### config.mk
export PLATFORM = sky130hd
export DESIGN_NAME = data_mem
export DESIGN_NICKNAME = d
export VERILOG_FILES = /design/src/rtl/data_mem.sv
export SDC_FILE = /design/constraint.sdc
export NUM_CORES = 2
export LEC_CHECK = 0
export CAP_MARGIN = 20
export CORE_MARGIN = 5
export CORE_UTILIZATION = 63
export DETAILED_ROUTE_END_ITERATION = 7
export PLACE_DENSITY = 0.85
export SLEW_MARGIN = 10
export SYNTH_ARGS = -nofsm -noshare
export SYNTH_HDL_FRONTEND = slang
export SYNTH_SLANG_ARGS = --single-unit
### constraint.sdc
create_clock -name clk -period 119.6 [get_ports clk]
set_clock_uncertainty 0.15 [all_clocks]
set_input_delay 35.88 -clock clk [delete_from_list [all_inputs] [get_ports clk]]
set_output_delay 35.88 -clock clk [all_outputs]
set_load 0.005 [all_outputs]
### src/rtl/data_mem.sv
// data_mem: word-organised data memory, combinational read, synchronous write, async clear
module data_mem #(
  parameter int DEPTH = 64,
  localparam int AW = $clog2(DEPTH)
) (
  input  logic        clk,
  input  logic        writeEnable,
  input  logic [31:0] address,
  input  logic [31:0] writeData,
  output logic [31:0] readData,
  input  logic        reset
);
  logic [31:0]   mem_q [DEPTH];
  logic [AW-1:0] idx;
  logic          in_range;
  logic          unused_lsbs;
  assign idx         = address[AW+1:2];
  assign in_range    = address[31:AW+2] == '0;
  assign unused_lsbs = ^address[1:0];
  // Addresses above the array read as zero instead of aliasing onto a real word
  always_comb readData = in_range ? mem_q[idx] : 32'h0;
  // Reset clears every word at once and blocks writes; otherwise one qualified word is written per edge
  always_ff @(posedge clk or posedge reset)
    if (reset) mem_q <= '{default: 32'h0};
    else if (writeEnable && in_range) mem_q[idx] <= writeData;
endmodule

==> impl_metrics.toml <==
[run_status]
status = "finished with violations"
violations = "design-rule violations"

[critical_path]
critPathSlowestCell = "buf_4"
critical-path-max-stage-delay_ns = 0.73
crit_fanout = 110
worst-setup-path-type = "primary input to primary output"
startpoint_type = "primary input"
cpMostUsedCell = "buf_4"
worstPathArrival_ns = 41.50
r2r_slack_ns = 118.61
worstPathCellList = "buf_8 > buf_4 > buf_4 > nor2b_4 > buf_12 > buf_4 > a221oi_1 > nor2_1 > o311ai_0 > a41oi_1 > clkdlybuf4s50_1"
worstPathRequired_ns = 83.57
critPathBufInv = 6
crit_path_end_kind = "primary output"
critPathTopFamily = "buffers and inverters"

[floorplanning]
die_area_um2 = 155000
pin_count = 99
die_w_um = 394
chipHeight_um = 394
core-area_um2 = 147000
initial_core_util = 0.632
rows = 141

[synth]
async_flop_share = 1.00
syn-num-nets = 6912
synth_edf_count = 0
yosys_register_bits = 2048
synth_top_area_cell = "dfrtp_1"
synth_ff_type = "dfrtp_1"
ys_warn_count = 0
seq_area_frac_synth = 0.551
syn_area_per_cell_um2 = 13.6
synth_area_um2 = 92900
synth_top_area_frac = 0.551
yosysUniqueCellTypes = 67
synth_area_leaders = "dfrtp_1 55%, mux2_2 23%, a221oi_1 5.3%, mux2_1 2.7%, clkbuf_1 1.4%"
synth_cells = 6845

[grt]
grt_pass1_wl_um = 454000
grt_max_degree = 186
antenna_found_initial = 20
grt_pass1_vias = 67800
grt_util_all_layers = 0.392
grt-ovfl-total = 0

[placement]
dp_hpwl_um = 166000
dp_cells = 8275
gp_congestion = 0.869
portBuffers = 96

[timing]
finalCritPeriodShare = 0.648
hold_violations = 0
slew_violations = 0
slew_headroom = 0.111
finalSetupTns_ns = 0
rsz0062_at_grt = "no"
fmax_ghz = 0.0129
worst_slew_pin_slew_ns = 1.32
fin_crit_ns = 77.53
setup_viol = 0

[finish]
area_growth_pct = 8.83
largest_register_ffs = 2048
final_cells = 8654
multi_input_area_um2 = 38500
layout-drive-gt1-share = 0.384
regMostFlops = "mem_q"
final_common_cell = "dfrtp_1"
regArea_um2 = 51200
mostFrequentLayoutCells = "2048 x dfrtp_1, 1928 x mux2_2, 562 x a221oi_1"
fillCellCount = 9409
layout.nets = 6630
reg_top3 = "mem_q: 2048 flops"

[run]
max_cap_violations = 0

[cts]
clkLatencyLatePin_ns = 0.85
root_buffer = "clkbuf_16"
numCtsBuffers = 195
ctsHoldBuffers = 0
cts_tree = "yes"
clock-sinks = 2048
cts.path.max_buffers = 3
post_cts_buffers = 0
htree_levels = 4
cts_resized = 0
path_clk_slew_ns = 0.05

[power]
leakagePower_uw = 0.0487
power.density_nw_per_um2 = 13.8
peakVddDrop_v = 0.0000127

[route]
totalWireLength_um = 308000
drt_first_pass_iters = 8
drtIter0Drc = 8998
viasPerCell = 7.57
drc = 2
ant_nets = 0
post_drt_wl_per_cell_um = 35.6
routed-via-count = 65500

[worst_hold_path]
min_path_type = "flip-flop to flip-flop"
## stage by stage
step | hold WS (ns) | worst slack, ns | power, uW | cell area [um2] | util
5_1_grt | 0.349 | 42.27 | 1430 | 101000 | 0.687
3_3_place_gp | 0.311 | 42.53 | 779 | 94300 | 0.641
4_1_cts | 0.337 | 42.43 | 1390 | 101000 | 0.684
2_1_floorplan | 0.302 | 25.72 | 755 | 92900 | -
6_report | 0.331 | 42.07 | 1400 | 101000 | 0.687
3_5_place_dp | 0.324 | 42.55 | 781 | 94300 | 0.641
## metal layers
| metal | track usage | vias to the layer above | routed length (um) |
|---|---|---|---|
| met5 | 0 | - | 242 |
| met4 | 0.279 | 21 | 26800 |
| met3 | 0.156 | 1589 | 46100 |
| met2 | 0.556 | 5323 | 129000 |
| met1 | 0.491 | 33600 | 106000 |
| li1 | - | 25000 | - |
## cells in the mapped netlist, types with 39 or more instances
library cell / number
a22oi_1: 140
dfrtp_1: 2048
mux2_1: 225
buf_2: 199
clkbuf_1: 348
o21ai_0: 185
nand2_1: 64
buf_1: 74
a221o_1: 39
buf_4: 131
mux2_2: 1928
a21oi_1: 110
a221oi_1: 562
mux4_2: 43
nor2_1: 270
nor2_2: 53
mux2i_1: 105
o22ai_1: 63
## power breakdown
part	switching (uW)	internal, uW
Clock	268	354
Combinational	65.1	15.8
Sequential	0.0000121	693
Total	333	1060
## final timing paths
kind                        startpoint      endpoint  cells after the start
setup / recovery            address[4]  readData[23]                     11
setup reg to reg           mem_q[2045]   mem_q[2045]                      1
hold reg to reg            mem_q[1496]   mem_q[1496]                      1
hold / removal             mem_q[1496]   mem_q[1496]                      1
max in group asynchronous        reset   mem_q[1309]                      6
min in group asynchronous        reset   mem_q[1418]                      2
## kinds of logic (layout without fill, tap and decap cells)
family | count (synthesis) | in the layout | synth area share
AO/OA/AOI/OAI | 1239 | 1239 | 0.101
buffers and inverters | 760 | 626 | 0.0389
flip-flops | 2048 | 2048 | 0.551
multiplexers | 2302 | 2302 | 0.283
other | 0 | 13 | 0
AND/OR/NAND/NOR | 496 | 496 | 0.0254
## cell type report
cell class / count / share of cell area
inverters: 5 / 0.000408
clock buffers: 309 / 0.0587
well taps: 1930 / 0.0239
repair buffers: 276 / 0.0253
diodes: 13 / 0.000322
flip-flops and latches: 2048 / 0.507
multi-input cells: 4037 / 0.380
clock inverters: 36 / 0.00438
Power figures use the tool's default switching activity.
